[src/rtl/wb_gpio_pkg.sv]
// Shared definitions for the Wishbone GPIO port: bus FSM encoding and register map.
package wb_gpio_pkg;

    typedef enum logic {
        W_IDLE = 1'b0,
        W_ACK  = 1'b1
    } wb_state_t;

    localparam logic [2:0] A_OUT = 3'd0;
    localparam logic [2:0] A_DIR = 3'd1;
    localparam logic [2:0] A_IN  = 3'd2;
    localparam logic [2:0] A_SET = 3'd3;
    localparam logic [2:0] A_CLR = 3'd4;
    localparam logic [2:0] A_TGL = 3'd5;
    localparam logic [2:0] A_IEN = 3'd6;
    localparam logic [2:0] A_ISR = 3'd7;

endpackage

[src/rtl/gpio_in_sync.sv]
// Two-flop synchroniser for asynchronous pin inputs, with a one-cycle history
// register so callers get a per-bit rising-edge pulse on the synchronised level.
module gpio_in_sync #(
    parameter int WIDTH = 8
) (
    input  logic             CLK_I,
    input  logic             RST_I,
    input  logic [WIDTH-1:0] pins,
    output logic [WIDTH-1:0] level,
    output logic [WIDTH-1:0] rise
);

    logic [WIDTH-1:0] sync1;
    logic [WIDTH-1:0] sync2;
    logic [WIDTH-1:0] prev;

    // Shift the pin value through both sync stages and the history register.
    always_ff @(posedge CLK_I) begin
        if (RST_I) begin
            sync1 <= '0;
            sync2 <= '0;
            prev  <= '0;
        end else begin
            // NOTE: non-blocking so each stage takes its neighbour's pre-edge value;
            // blocking assignments here would collapse the chain into a single flop.
            sync1 <= pins;
            sync2 <= sync1;
            prev  <= sync2;
        end
    end

    assign level = sync2;
    assign rise  = sync2 & ~prev;

endmodule

[src/rtl/wb_gpio_port.sv]
// Wishbone classic GPIO slave: output and direction registers, synchronised
// input sampling, atomic set/clear/toggle writes and masked rising-edge IRQs.
module wb_gpio_port
    import wb_gpio_pkg::*;
#(
    parameter int               WIDTH   = 8,
    parameter logic [WIDTH-1:0] RST_OUT = '0,
    parameter logic [WIDTH-1:0] RST_DIR = '0
) (
    input  logic             CLK_I,
    input  logic             RST_I,
    input  logic             STB_I,
    input  logic             WE_I,
    input  logic [2:0]       ADR_I,
    input  logic [WIDTH-1:0] DAT_I,
    output logic [WIDTH-1:0] DAT_O,
    output logic             ACK_O,
    input  logic [WIDTH-1:0] S_I,
    output logic [WIDTH-1:0] S_O,
    output logic [WIDTH-1:0] S_OE,
    output logic             INT_O
);

    wb_state_t        state;
    wb_state_t        state_next;
    logic             access;
    logic [WIDTH-1:0] out_r;
    logic [WIDTH-1:0] dir_r;
    logic [WIDTH-1:0] ien_r;
    logic [WIDTH-1:0] isr_r;
    logic [WIDTH-1:0] dat_r;
    logic             int_r;
    logic [WIDTH-1:0] rd_data;
    logic [WIDTH-1:0] w1c;
    logic [WIDTH-1:0] in_level;
    logic [WIDTH-1:0] in_rise;

    gpio_in_sync #(.WIDTH(WIDTH)) u_in_sync (
        .CLK_I (CLK_I),
        .RST_I (RST_I),
        .pins  (S_I),
        .level (in_level),
        .rise  (in_rise)
    );

    // Bus FSM state register.
    always_ff @(posedge CLK_I) begin
        if (RST_I) state <= W_IDLE;
        else       state <= state_next;
    end

    // Next state: a strobe seen in idle is acknowledged for exactly one cycle.
    always_comb begin
        // NOTE: default assignment first so every path drives state_next and no latch is inferred.
        state_next = state;
        case (state)
            W_IDLE:  if (STB_I) state_next = W_ACK;
            W_ACK:   state_next = W_IDLE;
            default: state_next = W_IDLE;
        endcase
    end

    // FSM outputs: ACK_O is a decode of the registered state.
    always_comb begin
        ACK_O = (state == W_ACK);
    end

    // The access takes effect on the edge leaving W_IDLE.
    assign access = (state == W_IDLE) && STB_I;
    assign w1c    = (access && WE_I && (ADR_I == A_ISR)) ? DAT_I : '0;

    // Read mux; write-only strobe registers read back as zero.
    always_comb begin
        rd_data = '0;
        case (ADR_I)
            A_OUT:   rd_data = out_r;
            A_DIR:   rd_data = dir_r;
            A_IN:    rd_data = in_level;
            A_IEN:   rd_data = ien_r;
            A_ISR:   rd_data = isr_r;
            default: rd_data = '0;
        endcase
    end

    // Writable control registers, including the atomic OUT operations.
    always_ff @(posedge CLK_I) begin
        if (RST_I) begin
            out_r <= RST_OUT;
            dir_r <= RST_DIR;
            ien_r <= '0;
        end else if (access && WE_I) begin
            case (ADR_I)
                A_OUT:   out_r <= DAT_I;
                A_DIR:   dir_r <= DAT_I;
                A_SET:   out_r <= out_r | DAT_I;
                A_CLR:   out_r <= out_r & ~DAT_I;
                A_TGL:   out_r <= out_r ^ DAT_I;
                A_IEN:   ien_r <= DAT_I;
                default: ;
            endcase
        end
    end

    // Interrupt status: new edges win over a simultaneous write-one-to-clear.
    always_ff @(posedge CLK_I) begin
        if (RST_I) begin
            isr_r <= '0;
            int_r <= 1'b0;
        end else begin
            isr_r <= (isr_r & ~w1c) | in_rise;
            int_r <= |(isr_r & ien_r);
        end
    end

    // Read data is held only for the acknowledge cycle and is zero otherwise.
    always_ff @(posedge CLK_I) begin
        if (RST_I)                dat_r <= '0;
        else if (access && !WE_I) dat_r <= rd_data;
        else                      dat_r <= '0;
    end

    assign DAT_O = dat_r;
    assign INT_O = int_r;
    assign S_O   = out_r;
    assign S_OE  = dir_r;

endmodule
[config.mk]
export PLATFORM = sky130hd
export DESIGN_NAME = wb_gpio_port
export DESIGN_NICKNAME = d
export VERILOG_FILES = /design/src/rtl/wb_gpio_pkg.sv /design/src/rtl/gpio_in_sync.sv /design/src/rtl/wb_gpio_port.sv
export SDC_FILE = /design/constraint.sdc
export NUM_CORES = 1
export LEC_CHECK = 0
export ABC_AREA = 1
export CAP_MARGIN = 20
export CORE_MARGIN = 3
export CORE_UTILIZATION = 63
export CTS_CLUSTER_SIZE = 25
export DETAILED_ROUTE_END_ITERATION = 6
export DONT_BUFFER_PORTS = 1
export PLACE_DENSITY = 0.76
export SETUP_SLACK_MARGIN = 0.02
export SYNTH_ARGS = -nofsm -noshare
export SYNTH_HDL_FRONTEND = slang
export SYNTH_SLANG_ARGS = --single-unit
export TNS_END_PERCENT = 50
[constraint.sdc]
create_clock -name CLK_I -period 1.2 [get_ports CLK_I]
set_clock_uncertainty 0.05 [all_clocks]
set_input_delay 0.18 -clock CLK_I [delete_from_list [all_inputs] [get_ports CLK_I]]
set_output_delay 0.18 -clock CLK_I [all_outputs]
set_load 0.03 [all_outputs]
==> results of run 1 <==
[what timing repair did]
item                                    in CTS  in global routing
pin swaps                                    2                 10
cloned                                       0                  1
gates resized for setup                      1                 27
endpoints found under the hold margin       35                 10
buffers inserted                             0                  2
endpoints found under the setup margin      17                 39
[per-stage QoR]
| stage | setup TNS, ps | hold slack (ps) | cell area [µm²] | power, mW | std cells |
|---|---|---|---|---|---|
| 6_report | -288 | -152 | 3980 | 4.79 | 546 |
| 5_1_grt | -2010 | -148 | 3980 | 4.95 | 546 |
| 4_1_cts | 0 | -159 | 3850 | 4.74 | 543 |
| 3_5_place_dp | 0 | 206 | 3390 | 2.80 | 501 |
| 3_3_place_gp | 0 | 204 | 3390 | 2.78 | 501 |
| 2_1_floorplan | 0 | 237 | 3220 | 2.74 | 426 |
[power by group through the flow]
stage / clock (mW) / sequential (mW) / combinational [mW]
floorplan: 0 / 2.39 / 0.349
CTS: 1.94 / 2.31 / 0.499
global route: 2.04 / 2.32 / 0.590
finish: 1.94 / 2.31 / 0.538
detailed placement: 0 / 2.36 / 0.446
global placement: 0 / 2.35 / 0.431
[synth_stat cells]
library cell,number,area [µm²]
a21oi_1,23,115
a21oi_2,2,17.5
buf_2,2,10.0
buf_4,1,7.51
buf_6,7,78.8
buf_8,1,15.0
clkbuf_1,5,18.8
dfxtp_1,66,1320
ha_1,16,200
inv_1,64,240
inv_2,4,15.0
inv_4,2,12.5
nand2_1,58,218
nand2_2,1,6.26
nand2_4,1,11.3
nand3_1,55,275
nand3_2,3,30.0
nand3_4,3,52.6
nand4_1,3,18.8
nand4_2,1,12.5
nor2_1,75,282
nor2_4,5,56.3
nor3_4,1,16.3
o211ai_1,1,7.51
o21ai_0,16,80.1
o21ai_1,3,15.0
o21ai_2,2,17.5
o22ai_1,5,31.3
[worst max-delay path, cell delays in order, from the launching register on]
cell     delay, ps
dfxtp_2        330
inv_2           80
nand3_4        120
nor2_4         220
buf_12         150
buf_12         100
o21ai_2         40
a21oi_2        100
[kinds of logic (layout without fill, tap and decap cells)]
logic type	after synthesis	after routing	share of synthesized area (%)
AND/OR/NAND/NOR	206	206	30.8
buffers and inverters	86	139	12.5
flip-flops	66	66	41.5
AO/OA/AOI/OAI	52	52	8.93
adder cells (fa/ha/maj)	16	16	6.29
[state kept, by name, summed over array words and instances (netlist names)]
name             flops
S_O                  8
ACK_O                1
u_in_sync.level      8
isr_r                8
ien_r                8
u_in_sync.prev       8
INT_O                1
S_OE                 8
DAT_O                8
u_in_sync.sync1      8
[path summary, 6_finish.rpt]
path,endpoint,from,depth (start not counted),slack [ps]
max,S_OE[6]$_SDFFE_PP0P_,ACK_O$_SDFF_PP0_,7,-70
min,isr_r[1]$_SDFF_PP0_,RST_I,1,-150
min reg2reg,isr_r[4]$_SDFF_PP0_,isr_r[4]$_SDFF_PP0_,2,460
max reg2reg,S_OE[6]$_SDFFE_PP0P_,ACK_O$_SDFF_PP0_,7,-70
[area by class of cell]
cell class	count	area, µm²	area share, %
flip-flops and latches	66	1360	34.1
inverters	70	268	6.72
well taps	67	83.8	2.10
clock buffers	10	138	3.46
multi-input cells	274	1540	38.5
repair buffers	53	538	13.5
clock inverters	6	63.8	1.60
[per-layer routing]
metal  vias up  global-route usage, %  part of all wire (%)  wire, µm
met5         -                      0                     0         0
met4         0                   13.5                   2.3       192
met3        18                   4.93                   6.5       553
met2       132                   52.6                    52      4420
met1      1401                   34.0                    39      3350
li1       1448                      -                     -         -
==> impl_metrics.env, run 1 <==
export IMPL_nets=513
export IMPL_drc=0
export IMPL_hold_buffers=26
export IMPL_root_buffer="clkbuf_8"
export IMPL_yosysWarnings=0
export IMPL_end_kind="flop"
export IMPL_synth_area_um2=3180
export IMPL_fmax_mhz=785
export IMPL_grt_usage_pct=29.4
export IMPL_cts_sinks=66
export IMPL_core_rowCount=25
export IMPL_synth_seq_cells=66
export IMPL_outcome="complete, but fails checks"
export IMPL_die_height_um=77.1
export IMPL_tritoncts="built"
export IMPL_start_kind="flop"
export IMPL_h_tree_depth=3
export IMPL_slew_violations=0
export IMPL_slew_headroom_pct=67.9
export IMPL_ys_seq_area_share_pct=41.5
export IMPL_grt_pass1_wl_um=13600
export IMPL_grt_antenna_before_repair=0
export IMPL_rsz0062_at_grt="true"
export IMPL_mostFrequentLayoutCells="73 x nor2_1, 61 x inv_1, 58 x nand2_1"
export IMPL_drtIter0Drc=239
export IMPL_syn_nets=465
export IMPL_cts_buffers_inserted=9
export IMPL_cp_max_fo=6
export IMPL_arrival_ps=1500
export IMPL_combinationalPowerShare_pct=11.2
export IMPL_layout_commonest_cell="nor2_1"
export IMPL_grt_max_degree=36
export IMPL_layout_drive_gt1_share_pct=20.5
export IMPL_setup_ws_ps=-73.8
export IMPL_fin_util_pct=82.7
export IMPL_synth_avg_cell_area_um2=7.47
export IMPL_clkPwrFrac_pct=40.5
export IMPL_violations="negative hold slack, negative setup slack"
export IMPL_hp_class="in2reg"
export IMPL_peakVddDrop_mv=1.06
export IMPL_gp_congestion=0.804
export IMPL_wl_per_cell_um=15.6
export IMPL_power_leakage_nw=1.88
export IMPL_finalCriticalPeriod_ps=1270
export IMPL_area_growth_pct=25.2
export IMPL_cp_required_ps=1430
export IMPL_holdWs_ps=-152
export IMPL_hold_viol_final=10
export IMPL_core_area_um2=4820
export IMPL_intPower_mw=3.50
export IMPL_wl_um=8520
export IMPL_vias_per_cell=5.49
export IMPL_finalSetupViolCount=9
export IMPL_powerDensity_nw_per_um2=1200
export IMPL_start_util_pct=66.1
export IMPL_clockBufferDepth=2
export IMPL_max_cap_violations=0
export IMPL_p_sw_mw=1.29
export IMPL_vias=2999
export IMPL_cts_reportedPaths_clkPinSlew_ps=80
export IMPL_n_fill_cell=316
export IMPL_first_global_vias=2877
export IMPL_die_area_um2=5940
export IMPL_seq_power_share_pct=48.3
export IMPL_synth_lib_cells_used_distinct=28
export IMPL_port_buffers=0
export IMPL_dieWidth_um=77.1
export IMPL_num_antenna_cells=0
export IMPL_sw_frac_of_total_pct=27.0
export IMPL_clkLatencyLatePin_ps=350
export IMPL_ant_nets=0
export IMPL_grt_overflow_total=0
export IMPL_post_place_ws_ps=4.42
export IMPL_netlist_instances=426
export IMPL_io_pins=49
export IMPL_dpl_hpwl_um=5330
export IMPL_dr_pass1_iters=5
export IMPL_period_share_pct=106
export IMPL_critPathKind="reg2reg"
export IMPL_worst_pin_slew_ps=481
No activity file was read; power rests on OpenSTA's default activity.
==> inputs of run 2 (changes only) <==
- CELL_PAD_IN_SITES_DETAIL_PLACEMENT: unset -> 1
- CELL_PAD_IN_SITES_GLOBAL_PLACEMENT: unset -> 2
- CORE_UTILIZATION: 63 -> 36
==> impl_metrics.env, run 2 (synthesis results as in run 1) <==
export IMPL_drtIter0Drc=68
export IMPL_area_growth_pct=31.3
export IMPL_placed_cell_area_um2=3470
export IMPL_hold_buffers=25
export IMPL_first_global_vias=2938
export IMPL_cts_sinks=66
export IMPL_die_height_um=100
export IMPL_cp_max_fo=8
export IMPL_grt_overflow_total=0
export IMPL_rsz0062_at_grt="true"
export IMPL_die_area_um2=10000
export IMPL_min_path_cells=1
export IMPL_tritoncts="built"
export IMPL_holdCritStartpoint="RST_I"
export IMPL_cp_required_ps=1400
export IMPL_grt_pass1_wl_um=14900
export IMPL_gp_congestion=0.742
export IMPL_critPathKind="reg2reg"
export IMPL_r2r_end="isr_r[6]$_SDFF_PP0_"
export IMPL_fin_util_pct=49.8
export IMPL_core_area_um2=8380
export IMPL_nets=522
export IMPL_vias_per_cell=4.87
export IMPL_dieWidth_um=100
export IMPL_dr_pass1_iters=4
export IMPL_slew_violations=0
export IMPL_finalSetupViolCount=2
export IMPL_powerDensity_nw_per_um2=1160
export IMPL_max_cap_violations=0
export IMPL_power_leakage_nw=1.91
export IMPL_holdWs_ps=-154
export IMPL_arrival_ps=1420
export IMPL_wl_um=9510
export IMPL_io_pins=49
export IMPL_r2r_slack_ps=-20
export IMPL_grt_max_degree=36
export IMPL_mostFrequentLayoutCells="72 x nor2_1, 60 x inv_1, 52 x nand3_1"
export IMPL_r2r_start="ACK_O$_SDFF_PP0_"
export IMPL_clkLatencyLatePin_ps=340
export IMPL_outcome="complete, but fails checks"
export IMPL_start_util_pct=38.0
export IMPL_setup_ws_ps=-23.6
export IMPL_wl_per_cell_um=16.0
export IMPL_ant_nets=0
export IMPL_root_buffer="clkbuf_8"
export IMPL_holdPathEnd="ACK_O$_SDFF_PP0_"
export IMPL_hp_class="in2reg"
export IMPL_clockBufferDepth=2
export IMPL_grt_antenna_before_repair=0
export IMPL_end_kind="flop"
export IMPL_layout_commonest_cell="nor2_1"
export IMPL_path_delay_family="simple AND/OR/NAND/NOR gates"
export IMPL_p_total_mw=4.84
export IMPL_stdcell_area_um2=4180
export IMPL_crit_chain="inv_2 > nand3_4 > nor2_4 > buf_12 > nand2_2 > a21oi_2 > nor2_1"
export IMPL_worst_pin_slew_ps=343
export IMPL_vias=2885
export IMPL_cts_buffers_inserted=9
export IMPL_peakVddDrop_mv=0.612
export IMPL_path_buf_inv=2
export IMPL_dpl_hpwl_um=6540
export IMPL_hold_viol_final=11
export IMPL_start_kind="flop"
export IMPL_core_rowCount=33
export IMPL_drc=0
export IMPL_period_share_pct=102
export IMPL_cts_reportedPaths_clkPinSlew_ps=80
export IMPL_slew_headroom_pct=77.1
export IMPL_finalSetupTns_ps=-28.6
export IMPL_slowest_stage="dfxtp_2"
export IMPL_port_buffers=0
export IMPL_finalCriticalPeriod_ps=1220
export IMPL_fmax_mhz=817
export IMPL_grt_usage_pct=19.5
export IMPL_layout_drive_gt1_share_pct=25.8
export IMPL_ff2ff_path_depth=7
export IMPL_num_antenna_cells=0
export IMPL_violations="negative hold slack, negative setup slack"
export IMPL_cp_slowest_stage_delay_ps=330
export IMPL_n_fill_cell=1040
export IMPL_h_tree_depth=3
run 2: cell count changes in the layout (fill, tap and decap cells not counted), sizes merged:
cell	previous run	this run
buf	26	38
clkbuf	11	10
clkinvlp	0	1
dlygate4sd3	23	24
dlymetal6s4s	3	0
inv	72	71
run 2: worst max-delay path by stage:
| stage | cells after the start | slack (ps) | endpoint | start |
|---|---|---|---|---|
| after global placement | 5 | -50 | DAT_O[7]$_SDFF_PP0_ | ACK_O$_SDFF_PP0_ |
| after detailed placement | 5 | -130 | DAT_O[7]$_SDFF_PP0_ | ACK_O$_SDFF_PP0_ |
| after global routing | 7 | -70 | isr_r[6]$_SDFF_PP0_ | ACK_O$_SDFF_PP0_ |
| final | 7 | -20 | isr_r[6]$_SDFF_PP0_ | ACK_O$_SDFF_PP0_ |
| after CTS | 6 | -40 | isr_r[6]$_SDFF_PP0_ | ACK_O$_SDFF_PP0_ |
| after floorplan | 6 | 10 | S_O[4]$_SDFFE_PP0P_ | S_O[4]$_SDFFE_PP0P_ |
run 2: what timing repair did:
item / CTS / global route
setup endpoints to repair: 24 / 42
endpoints found under the hold margin: 35 / 11
pin swaps: 7 / 24
buffers inserted: 0 / 11
gates resized for setup: 3 / 42
run 2: final cells by class:
class                           instances  area, µm²  share of cell area [%]
Timing Repair Buffer                   62        588                    14.1
Inverter                               70        270                    6.47
Clock buffer                           10        138                    3.30
Tap cell                              105        131                    3.15
Sequential cell                        66       1360                    32.5
Multi-Input combinational cell        274       1630                    38.9
Clock inverter                          6       65.1                    1.56
run 2: per-layer routing:
| layer | vias up | track usage (%) | part of all wire (%) |
|---|---|---|---|
| li1 | 1456 | - | - |
| met5 | - | 0 | 0 |
| met1 | 1361 | 25.1 | 45 |
| met4 | 0 | 7.36 | 2.3 |
| met2 | 53 | 32.4 | 49 |
| met3 | 15 | 3.61 | 4.1 |
run 2: stage by stage:
stage                     cells  worst slack [ps]  hold slack, ps
after detailed placement    542              -128             207
after global routing        593             -74.6            -163
after CTS                   583             -36.8            -164
after floorplan             426              10.8             237
after global placement      542             -52.8             206
final                       593             -23.6            -154
run 2: worst reg2reg max path, stage by stage (launching register included):
cell	delay (ps)
dfxtp_2	330
inv_2	70
nand3_4	130
nor2_4	150
buf_12	160
nand2_2	80
a21oi_2	120
nor2_1	40
run 2: report_power, final:
group | leakage (nW) | total, mW | switching (mW) | internal [mW]
registers | 0.547 | 2.31 | 0.0485 | 2.26
logic | 1.26 | 0.586 | 0.339 | 0.246
clock network | 0.103 | 1.95 | 0.929 | 1.02
total | 1.91 | 4.84 | 1.32 | 3.52
